### config.mk
export PLATFORM = sky130hd
export DESIGN_NAME = alu_ctrl_flat
export DESIGN_NICKNAME = d
export VERILOG_FILES = /design/src/rtl/alu_if.sv /design/src/rtl/alu_ctrl.sv /design/src/flat_wrapper.sv
export SDC_FILE = /design/constraint.sdc
export NUM_CORES = 1
export LEC_CHECK = 0
export BUFFER_PORTS_ARGS = -buffer_cell sky130_fd_sc_hd__buf_2
export CORE_ASPECT_RATIO = 1.4
export CORE_MARGIN = 2
export CORE_UTILIZATION = 52
export CTS_CLUSTER_SIZE = 25
export DETAILED_ROUTE_END_ITERATION = 10
export PLACE_DENSITY = 0.67
export SKIP_CTS_REPAIR_TIMING = 1
export SLEW_MARGIN = 20
export SYNTH_ARGS = -nofsm -noshare
export SYNTH_HDL_FRONTEND = slang
export SYNTH_SLANG_ARGS = --single-unit
export TNS_END_PERCENT = 50
### constraint.sdc
create_clock -name clk -period 4.2 [get_ports clk]
set_input_delay 0.42 -clock clk [delete_from_list [all_inputs] [get_ports clk]]
set_output_delay 0.42 -clock clk [all_outputs]
set_load 0.03 [all_outputs]
### src/rtl/alu_if.sv
// Requester, response and status signals shared between alu_ctrl and its users.
// The slave modport is the controller's view; master is the requester/consumer side.
interface alu_if;
  logic        req0_valid;
  logic        req0_ready;
  logic [3:0]  req0_op;
  logic [15:0] req0_x;
  logic [15:0] req0_y;
  logic        req1_valid;
  logic        req1_ready;
  logic [3:0]  req1_op;
  logic [15:0] req1_x;
  logic [15:0] req1_y;
  logic        rsp_valid;
  logic        rsp_ready;
  logic        rsp_id;
  logic [15:0] rsp_result;
  logic        rsp_zero;
  logic        rsp_carry;
  logic        busy;

  modport slave (
    input  req0_valid, req0_op, req0_x, req0_y,
    input  req1_valid, req1_op, req1_x, req1_y,
    input  rsp_ready,
    output req0_ready, req1_ready,
    output rsp_valid, rsp_id, rsp_result, rsp_zero, rsp_carry, busy
  );

  modport master (
    output req0_valid, req0_op, req0_x, req0_y,
    output req1_valid, req1_op, req1_x, req1_y,
    output rsp_ready,
    input  req0_ready, req1_ready,
    input  rsp_valid, rsp_id, rsp_result, rsp_zero, rsp_carry, busy
  );
endinterface

### src/rtl/alu_ctrl.sv
// Two-requester, single-issue ALU controller with round-robin arbitration and
// iterative 16-cycle multiply / restoring divide.
//
// state | meaning
// IDLE  | waiting for a request; only state that can accept
// EXEC  | single-cycle ops evaluated from the registered operands
// MUL   | shift-add multiply, one bit per cycle
// DIV   | restoring divide, one quotient bit per cycle
// DONE  | response held on rsp_* until rsp_ready
module alu_ctrl (
  input  logic clk,
  input  logic reset,
  alu_if.slave bus
);
  typedef enum logic [2:0] {IDLE, EXEC, MUL, DIV, DONE} state_t;

  localparam logic [3:0] OP_MUL = 4'b0010;
  localparam logic [3:0] OP_DIV = 4'b0011;

  state_t      state, state_nxt;
  logic        ptr, grant, accept, both;
  logic [3:0]  in_op, op_r, cnt;
  logic [15:0] in_x, in_y, x_r, y_r, a_r, b_r, p_r, res_r;
  logic        id_r, carry_r;

  logic [15:0] alu_res;
  logic        alu_carry;
  logic [16:0] sum17;
  logic [15:0] fill;
  logic [31:0] sh32;

  logic [15:0] mul_acc_nxt;
  logic [16:0] rem_sh, rem_sub;
  logic [15:0] quo_nxt, rem_nxt;

  assign both   = bus.req0_valid & bus.req1_valid;
  assign grant  = both ? ptr : bus.req1_valid;
  assign accept = (state == IDLE) & (bus.req0_valid | bus.req1_valid);
  assign in_op  = grant ? bus.req1_op : bus.req0_op;
  assign in_x   = grant ? bus.req1_x  : bus.req0_x;
  assign in_y   = grant ? bus.req1_y  : bus.req0_y;

  assign bus.req0_ready = (state == IDLE) & bus.req0_valid & ~grant;
  assign bus.req1_ready = (state == IDLE) & bus.req1_valid & grant;
  assign bus.rsp_valid  = (state == DONE);
  assign bus.rsp_result = res_r;
  assign bus.rsp_zero   = (state == DONE) & (res_r == 16'h0000);
  assign bus.rsp_carry  = carry_r;
  assign bus.rsp_id     = id_r;
  assign bus.busy       = (state != IDLE);

  always_ff @(posedge clk) begin
    if (reset) state <= IDLE;
    else       state <= state_nxt;
  end

  always_comb begin
    state_nxt = state;
    case (state)
      IDLE: begin
        if (accept) begin
          if (in_op == OP_MUL)      state_nxt = MUL;
          else if (in_op == OP_DIV) state_nxt = DIV;
          else                      state_nxt = EXEC;
        end
      end
      EXEC:     state_nxt = DONE;
      MUL, DIV: if (cnt == 4'd0) state_nxt = DONE;
      DONE:     if (bus.rsp_ready) state_nxt = IDLE;
      default:  state_nxt = IDLE;
    endcase
  end

  // Single-cycle ops; shifts build a 32-bit {x,fill} word so every fill mode,
  // including rotate, is a plain shift followed by picking one half.
  always_comb begin
    alu_res   = 16'h0000;
    alu_carry = 1'b0;
    sum17     = {1'b0, x_r} + {1'b0, y_r};
    fill      = 16'h0000;
    sh32      = 32'h0;
    if (op_r[3]) begin
      case (op_r[1:0])
        2'b00:   fill = 16'h0000;
        2'b01:   fill = 16'hFFFF;
        2'b10:   fill = {16{op_r[2] ? x_r[15] : x_r[0]}};
        default: fill = x_r;
      endcase
      if (op_r[2]) begin
        sh32    = {fill, x_r} >> y_r[3:0];
        alu_res = sh32[15:0];
      end else begin
        sh32    = {x_r, fill} << y_r[3:0];
        alu_res = sh32[31:16];
      end
    end else begin
      case (op_r[2:0])
        3'b000: {alu_carry, alu_res} = sum17;
        3'b001: begin
          alu_res   = x_r - y_r;
          alu_carry = (x_r < y_r);
        end
        3'b100:  alu_res = x_r & y_r;
        3'b101:  alu_res = x_r | y_r;
        3'b110:  alu_res = x_r ^ y_r;
        default: alu_res = 16'h0000;
      endcase
    end
  end

  // a_r holds multiplier / dividend-then-quotient, b_r multiplicand / divisor,
  // p_r the partial product / partial remainder.
  always_comb begin
    mul_acc_nxt = p_r + (a_r[0] ? b_r : 16'h0000);
    rem_sh      = {p_r, a_r[15]};
    rem_sub     = rem_sh - {1'b0, b_r};
    if (!rem_sub[16]) begin
      rem_nxt = rem_sub[15:0];
      quo_nxt = {a_r[14:0], 1'b1};
    end else begin
      rem_nxt = rem_sh[15:0];
      quo_nxt = {a_r[14:0], 1'b0};
    end
  end

  always_ff @(posedge clk) begin
    if (reset) begin
      ptr     <= 1'b0;
      op_r    <= 4'h0;
      x_r     <= 16'h0000;
      y_r     <= 16'h0000;
      a_r     <= 16'h0000;
      b_r     <= 16'h0000;
      p_r     <= 16'h0000;
      res_r   <= 16'h0000;
      cnt     <= 4'h0;
      id_r    <= 1'b0;
      carry_r <= 1'b0;
    end else begin
      case (state)
        IDLE: begin
          if (accept) begin
            op_r <= in_op;
            x_r  <= in_x;
            y_r  <= in_y;
            id_r <= grant;
            cnt  <= 4'd15;
            p_r  <= 16'h0000;
            if (in_op == OP_DIV) begin
              a_r <= in_x;
              b_r <= in_y;
            end else begin
              a_r <= in_y;
              b_r <= in_x;
            end
            if (both) ptr <= ~grant;
          end
        end
        EXEC: begin
          res_r   <= alu_res;
          carry_r <= alu_carry;
        end
        MUL: begin
          p_r <= mul_acc_nxt;
          a_r <= {1'b0, a_r[15:1]};
          b_r <= {b_r[14:0], 1'b0};
          cnt <= cnt - 4'd1;
          if (cnt == 4'd0) begin
            res_r   <= mul_acc_nxt;
            carry_r <= 1'b0;
          end
        end
        DIV: begin
          p_r <= rem_nxt;
          a_r <= quo_nxt;
          cnt <= cnt - 4'd1;
          if (cnt == 4'd0) begin
            res_r   <= (y_r == 16'h0000) ? 16'hFFFF : quo_nxt;
            carry_r <= 1'b0;
          end
        end
        default: ;
      endcase
    end
  end
endmodule

### src/flat_wrapper.sv
// flat-port wrapper written by rule: the top's interface ports become plain ports
module alu_ctrl_flat 
  (clk, reset, bus_req0_valid, bus_req0_op, bus_req0_x, bus_req0_y, bus_req1_valid, bus_req1_op, bus_req1_x, bus_req1_y, bus_rsp_ready, bus_req0_ready, bus_req1_ready, bus_rsp_valid, bus_rsp_id, bus_rsp_result, bus_rsp_zero, bus_rsp_carry, bus_busy);
  alu_if bus_i ();
  input  logic clk;
  input  logic reset;
  input wire logic [$bits(bus_i.req0_valid)-1:0] bus_req0_valid;
  input wire logic [$bits(bus_i.req0_op)-1:0] bus_req0_op;
  input wire logic [$bits(bus_i.req0_x)-1:0] bus_req0_x;
  input wire logic [$bits(bus_i.req0_y)-1:0] bus_req0_y;
  input wire logic [$bits(bus_i.req1_valid)-1:0] bus_req1_valid;
  input wire logic [$bits(bus_i.req1_op)-1:0] bus_req1_op;
  input wire logic [$bits(bus_i.req1_x)-1:0] bus_req1_x;
  input wire logic [$bits(bus_i.req1_y)-1:0] bus_req1_y;
  input wire logic [$bits(bus_i.rsp_ready)-1:0] bus_rsp_ready;
  output wire logic [$bits(bus_i.req0_ready)-1:0] bus_req0_ready;
  output wire logic [$bits(bus_i.req1_ready)-1:0] bus_req1_ready;
  output wire logic [$bits(bus_i.rsp_valid)-1:0] bus_rsp_valid;
  output wire logic [$bits(bus_i.rsp_id)-1:0] bus_rsp_id;
  output wire logic [$bits(bus_i.rsp_result)-1:0] bus_rsp_result;
  output wire logic [$bits(bus_i.rsp_zero)-1:0] bus_rsp_zero;
  output wire logic [$bits(bus_i.rsp_carry)-1:0] bus_rsp_carry;
  output wire logic [$bits(bus_i.busy)-1:0] bus_busy;
  assign bus_i.req0_valid = bus_req0_valid;
  assign bus_i.req0_op = bus_req0_op;
  assign bus_i.req0_x = bus_req0_x;
  assign bus_i.req0_y = bus_req0_y;
  assign bus_i.req1_valid = bus_req1_valid;
  assign bus_i.req1_op = bus_req1_op;
  assign bus_i.req1_x = bus_req1_x;
  assign bus_i.req1_y = bus_req1_y;
  assign bus_i.rsp_ready = bus_rsp_ready;
  assign bus_req0_ready = bus_i.req0_ready;
  assign bus_req1_ready = bus_i.req1_ready;
  assign bus_rsp_valid = bus_i.rsp_valid;
  assign bus_rsp_id = bus_i.rsp_id;
  assign bus_rsp_result = bus_i.rsp_result;
  assign bus_rsp_zero = bus_i.rsp_zero;
  assign bus_rsp_carry = bus_i.rsp_carry;
  assign bus_busy = bus_i.busy;
  alu_ctrl u_core (.clk(clk), .reset(reset), .bus(bus_i));
endmodule
## Word-level counts from Yosys, hierarchy flattened

Index checks and enable logic that the tools add are counted.

- Register bits: 110
- Bits in latches: 0
- RAM bits: 0
- Bits in read-only memories: 0
- Output and inout port bits: 23
- Memories: 0

- Add/subtract/negate cells: 5
- Multipliers: 0
- Divide/modulo/power cells: 0
- $lt $le $gt $ge: 1
- Eq/ne operators: 17
- Shift operators: 2
- Multiplexer cells: 37
- Bitwise operators: 12
- Reduce and logical (&&, ||, !) cells: 21

Operators with widths:

| operator | number |
|---|---|
| 2-to-1 mux 16 bit | 15 |
| one-hot mux 16 bit (3 select lines) | 4 |
| one-hot mux 16 bit (5 select lines) | 1 |
| zero test 16 bit | 2 |
| one-hot mux 16 bit (2 select lines) | 1 |
| left shift 32 x 4 -> 32 bit | 1 |
| >> shifter 32 x 4 -> 16 bit | 1 |
| adder 16 x 16 -> 17 bit | 1 |
| subtractor 17 x 16 -> 17 bit | 1 |
| adder 16 bit | 1 |
| bitwise AND 16 bit | 1 |
| less-than comparator 16 bit | 1 |
| bitwise OR 16 bit | 1 |
| subtractor 16 bit | 1 |
| XOR 16 bit | 1 |
| equality test 3 bit (second input constant) | 4 |
| 2-to-1 mux 3 bit | 4 |
| one-hot mux 3 bit (4 select lines) | 1 |
| AND reduction 2 bit | 5 |
| AND reduction 3 bit | 3 |
| nonzero test 3 bit | 3 |
| equality test 4 x 2 -> 1 bit (second input constant) | 2 |
| 2-to-1 mux 4 bit | 2 |
| != test 2 x 1 -> 1 bit (second input constant) | 4 |
| 18 further kinds | 34 |

## Logic depth before layout (Yosys ltp)

- Depth in word-level cells: 8
- Depth in mapped cells: 14
- Gate-level depth less buffers: 11

## Worst setup path after synthesis

OpenSTA, ideal clock, no wires.

- Kind: register to register
- Start: reg u_core.y_r[3]
- End: reg u_core.res_r[13], in the netlist u_core.bus.rsp_result[13]
- Library setup time: 0.091 ns
- Data arrival time: 3.300 ns
- Data required time: 4.109 ns
- Slack: 0.809 ns
- Stages on the path, launching flop included: 15
- Path through: dfxtp_1 clkbuf_1 inv_1 buf_1 clkbuf_1 ha_1 buf_2 nor3_1 a2111oi_2 o41ai_1 a221oi_1 mux2i_1 xnor2_1 nand2_1 a311oi_1

- Word-level cells in the longest chain between the ends: 4
- Elaborated cells between the ends (all ways): 11

RTL lines:

| what | RTL line | text |
|---|---|---|
| start: declaration | alu_ctrl.sv:23 | `logic [15:0] in_x, in_y, x_r, y_r, a_r, b_r, p_r, res_r;` |
| start signal: assignment | alu_ctrl.sv:145 | `y_r <= in_y;` |
| subtractor 16 bit (tied with other cells) | alu_ctrl.sv:100 | `alu_res = x_r - y_r;` |
| one-hot mux 16 bit (5 select lines) (tied with other cells) | alu_ctrl.sv:97 | `case (op_r[2:0])` |
| 2-to-1 mux 16 bit, on equally long branches | alu_ctrl.sv:82, alu_ctrl.sv:177 |  |
| one-hot mux 16 bit (3 select lines) (*) | alu_ctrl.sv:140 | `case (state)` |
| end signal: assignment | alu_ctrl.sv:160 | `res_r <= alu_res;` |
| end signal: assignment | alu_ctrl.sv:169 | `res_r <= mul_acc_nxt;` |
| end signal: assignment | alu_ctrl.sv:178 | `res_r <= (y_r == 16'h0000) ? 16'hFFFF : quo_nxt;` |
| end: declaration | alu_ctrl.sv:23 |  |

Mark *: on every way between the ends. The rest lies on a longest branch, timed or not. The select of a mux whose other input is x is not followed.
A chain may end at the register's enable or synchronous reset.

## Worst setup path after layout

- Start: reg u_core.x_r[4]
- End: reg u_core.res_r[14], in the netlist u_core.bus.rsp_result[14]

- Word-level cells in the longest chain between the ends: 6
- Elaborated cells between the ends (all ways): 10

RTL lines:

| what | RTL line | text |
|---|---|---|
| start: declaration | alu_ctrl.sv:23 |  |
| start signal: assignment | alu_ctrl.sv:144 | `x_r <= in_x;` |
| branches (longest 4 deep; another with subtractor 16 bit) | -- |  |
| 2-to-1 mux 16 bit (*) | alu_ctrl.sv:82 | `if (op_r[3]) begin` |
| one-hot mux 16 bit (3 select lines) (*) | alu_ctrl.sv:140 |  |

Every way passes the cells marked *. The select of a mux whose other input is x is not followed.

==> results.ini <==
[outcome]
status = finished, final reports clean

[sta]
rsz0062_at_grt = false
fin_crit_sh_pct = 82.1
fmax_mhz = 290
setup_tns_ns = 0
hold_viol_final = 0
setup_violations = 0
drv_slew = 0
fin_crit_ns = 3.45
slew-limit-headroom_pct = 42.3
worst_pin_slew_ns = 0.862
skew_ns = 0.0146

[floorplan]
coreArea_mm2 = 0.0230
fp.dieW_um = 133
die_h_um = 184
ios = 100
rows = 66
die_area_mm2 = 0.0245
start_util_pct = 52.5

[route]
avgRoutedWirePerCell_um = 23.4
routed_wl_mm = 44.4
drt_iter0_markers = 1157
ant_nets = 0
drtPass1Iterations = 8
via_count = 12700
drc_errors = 0
vias_per_cell = 6.69

[global_route]
overflow = 0
antenna_found_initial = 1
grt_pass1_vias = 11900
grt_use_total_pct = 35.8
grt_first_pass_wirelength_mm = 68.0
grt_max_degree = 62

[worst_setup_path]
path_class = register to register
ff2ff_path_depth = 9
required_ns = 4.44
crit_chain = inv_1 > ha_1 > a2111oi_1 > a211oi_1 > o41ai_1 > a21oi_1 > or4_1 > nand3_1 > a31oi_1
worst-path-buf-inv = 1
cp_max_fo = 11
rrSetupSlack_ns = 0.75
r2r-end = u_core.bus.rsp_result[14]
crit_path_end_kind = register
rr_startpoint = u_core.x_r[4]
start_kind = register
slowest_delay_ns = 0.75
path_delay_family = compound AO/OA/AOI/OAI gates
critPathArrivalTime_ns = 3.69
crit_path_top_delay_cell = a2111oi_1

[synth]
yosysMostFrequentCell = nand2_1
syn_area_per_cell_um2 = 7.71
ys.flop_type = dfxtp_1
synth_top_cell_by_area = dfxtp_1
synthTopCellsByArea = dfxtp_1, mux4_2, ha_1
synthArstFlopShare_pct = 0
synthTopCellsByCount = nand2_1, nor2_1, dfxtp_1
synth_cells = 1568
ys_warn_count = 0
synth_top_area_share_pct = 18.2
yosysSeqAreaShare_pct = 18.2
netlist_area_mm2 = 0.0121
synthDistinctLibCells = 84
synth_seq_cells = 110
synth_edf_count = 0
syn_nets = 1730

[clocking]
root_buffer = clkbuf_16
cts_tree = built
clockBufferDepth = 2
cts_buffers = 9
cts_max_level = 3
insertion_delay_ns = 0.37
cts.reportedPaths.clkPinSlew_ns = 0.09
cts.sinks = 110

[power]
power_frac_comb_pct = 53.9
leakagePower_nw = 5.15
ir_drop_v = 0.000337
p_int_mw = 2.68
power_density_mw_per_mm2 = 396
clockPowerShare_pct = 18.1
switching_share_pct = 48.2
switchingPower_mw = 2.49
power_frac_seq_pct = 28.0

[final_layout]
n_fill_cell = 2182
syn_to_final_growth_pct = 7.99
final_util_pct = 56.7
layout-drive-gt1-share_pct = 14.9
fin_nets = 1749

[hold_path]
hold_start = bus_req1_y[9]
hold_path_class = input port to register
min_path_cells = 3
whs_endpoint = u_core.y_r[9]

[place]
gp_congestion = 1.01
dp_hpwl_mm = 34.4
io_buffers = 99

[flow_run]
max-cap-violations = 0

## kinds of logic after synthesis
| kind of cell | Yosys count | share of synthesized area, % |
|---|---|---|
| xor+xnor | 33 | 2.39 |
| fa+ha+maj | 85 | 9.04 |
| buf+inv | 209 | 7.00 |
| simple gates | 530 | 20.2 |
| compound gates | 479 | 28.1 |
| mux | 122 | 15.1 |
| flops | 110 | 18.2 |
## registers in the layout (all words and copies together) (netlist names)
name,count
u_core.a_r,16
u_core.b_r,16
u_core.x_r,16
u_core.ptr,1
u_core.p_r,16
u_core.bus.rsp_result,16
u_core.y_r,16
u_core.cnt,4
u_core.bus.rsp_id,1
u_core.bus.rsp_carry,1
u_core.op_r,4
u_core.state,3
## final cells by class
cell class | instances | area (um2) | share of cell area, %
Multi-Input combinational cell | 1249 | 9070 | 69.4
Tap cell | 306 | 383 | 2.93
Inverter | 79 | 297 | 2.27
Timing Repair Buffer | 138 | 791 | 6.05
Clock buffer | 9 | 225 | 1.72
Sequential cell | 110 | 2200 | 16.9
Antenna cell | 1 | 2.50 | 0.0192
Clock inverter | 7 | 91.3 | 0.699
## stage by stage
stage	setup WS, ns	hold WS [ns]	instances	cell area [um2]	power, mW
after floorplan	0.809	0.465	1568	12100	3.36
after global placement	0.958	0.462	1882	12700	4.17
after detailed placement	0.900	0.481	1882	12700	4.19
after CTS	0.850	0.323	1898	13100	5.12
after global routing	0.556	0.333	1899	13100	5.47
final	0.752	0.321	1899	13100	5.18
## how the worst max path moves through the flow
stage | cells past startpoint | startpoint | to
after detailed placement | 11 | u_core.x_r[0] | u_core.bus.rsp_result[14]
after floorplan | 14 | u_core.y_r[3] | u_core.bus.rsp_result[13]
after CTS | 9 | u_core.x_r[4] | u_core.bus.rsp_result[14]
after global placement | 9 | u_core.x_r[4] | u_core.bus.rsp_result[14]
after global routing | 10 | u_core.a_r[0] | u_core.bus.rsp_result[12]
final | 9 | u_core.x_r[4] | u_core.bus.rsp_result[14]
## tightest hold or removal path, stage by stage
cell	delay (ns)
buf_2	0.11
nand2_1	0.05
a311oi_1	0.07
## power groups by stage
stage / clock (mW) / sequential, mW / combinational, mW
floorplan: 0 / 1.38 / 1.99
global placement: 0 / 1.46 / 2.71
detailed placement: 0 / 1.47 / 2.72
CTS: 0.942 / 1.44 / 2.74
global route: 0.984 / 1.46 / 3.03
finish: 0.934 / 1.45 / 2.79
## layout by cell type, fill, tap and decap left out, drive strengths merged, types with 11 or more instances in the layout
cell type | netlist | layout
a211oi | 41 | 41
a21o | 18 | 18
a21oi | 98 | 98
a221oi | 11 | 11
a22oi | 32 | 32
a311oi | 57 | 57
a31oi | 16 | 16
and2 | 23 | 23
buf | 39 | 138
dfxtp | 110 | 110
ha | 81 | 81
inv | 78 | 81
mux2i | 67 | 67
mux4 | 47 | 47
nand2 | 201 | 201
nand2b | 13 | 13
nand3 | 22 | 22
nor2 | 146 | 146
nor2b | 33 | 33
nor3 | 29 | 29
nor4 | 11 | 11
o211ai | 14 | 14
o21a | 15 | 15
o21ai | 53 | 53
o21bai | 12 | 12
o22ai | 34 | 34
xnor2 | 26 | 26
## metal layers
| layer | up-vias | wire length, um | global-route usage, % | share of wire [%] |
|---|---|---|---|---|
| met5 | - | 0 | 0 | 0 |
| met4 | 0 | 3920 | 25.9 | 8.8 |
| met3 | 182 | 3020 | 5.78 | 6.8 |
| met2 | 582 | 20900 | 59.7 | 47 |
| met1 | 6061 | 16500 | 41.7 | 37 |
| li1 | 5884 | - | - | - |
Power figures use the tool's default switching activity.
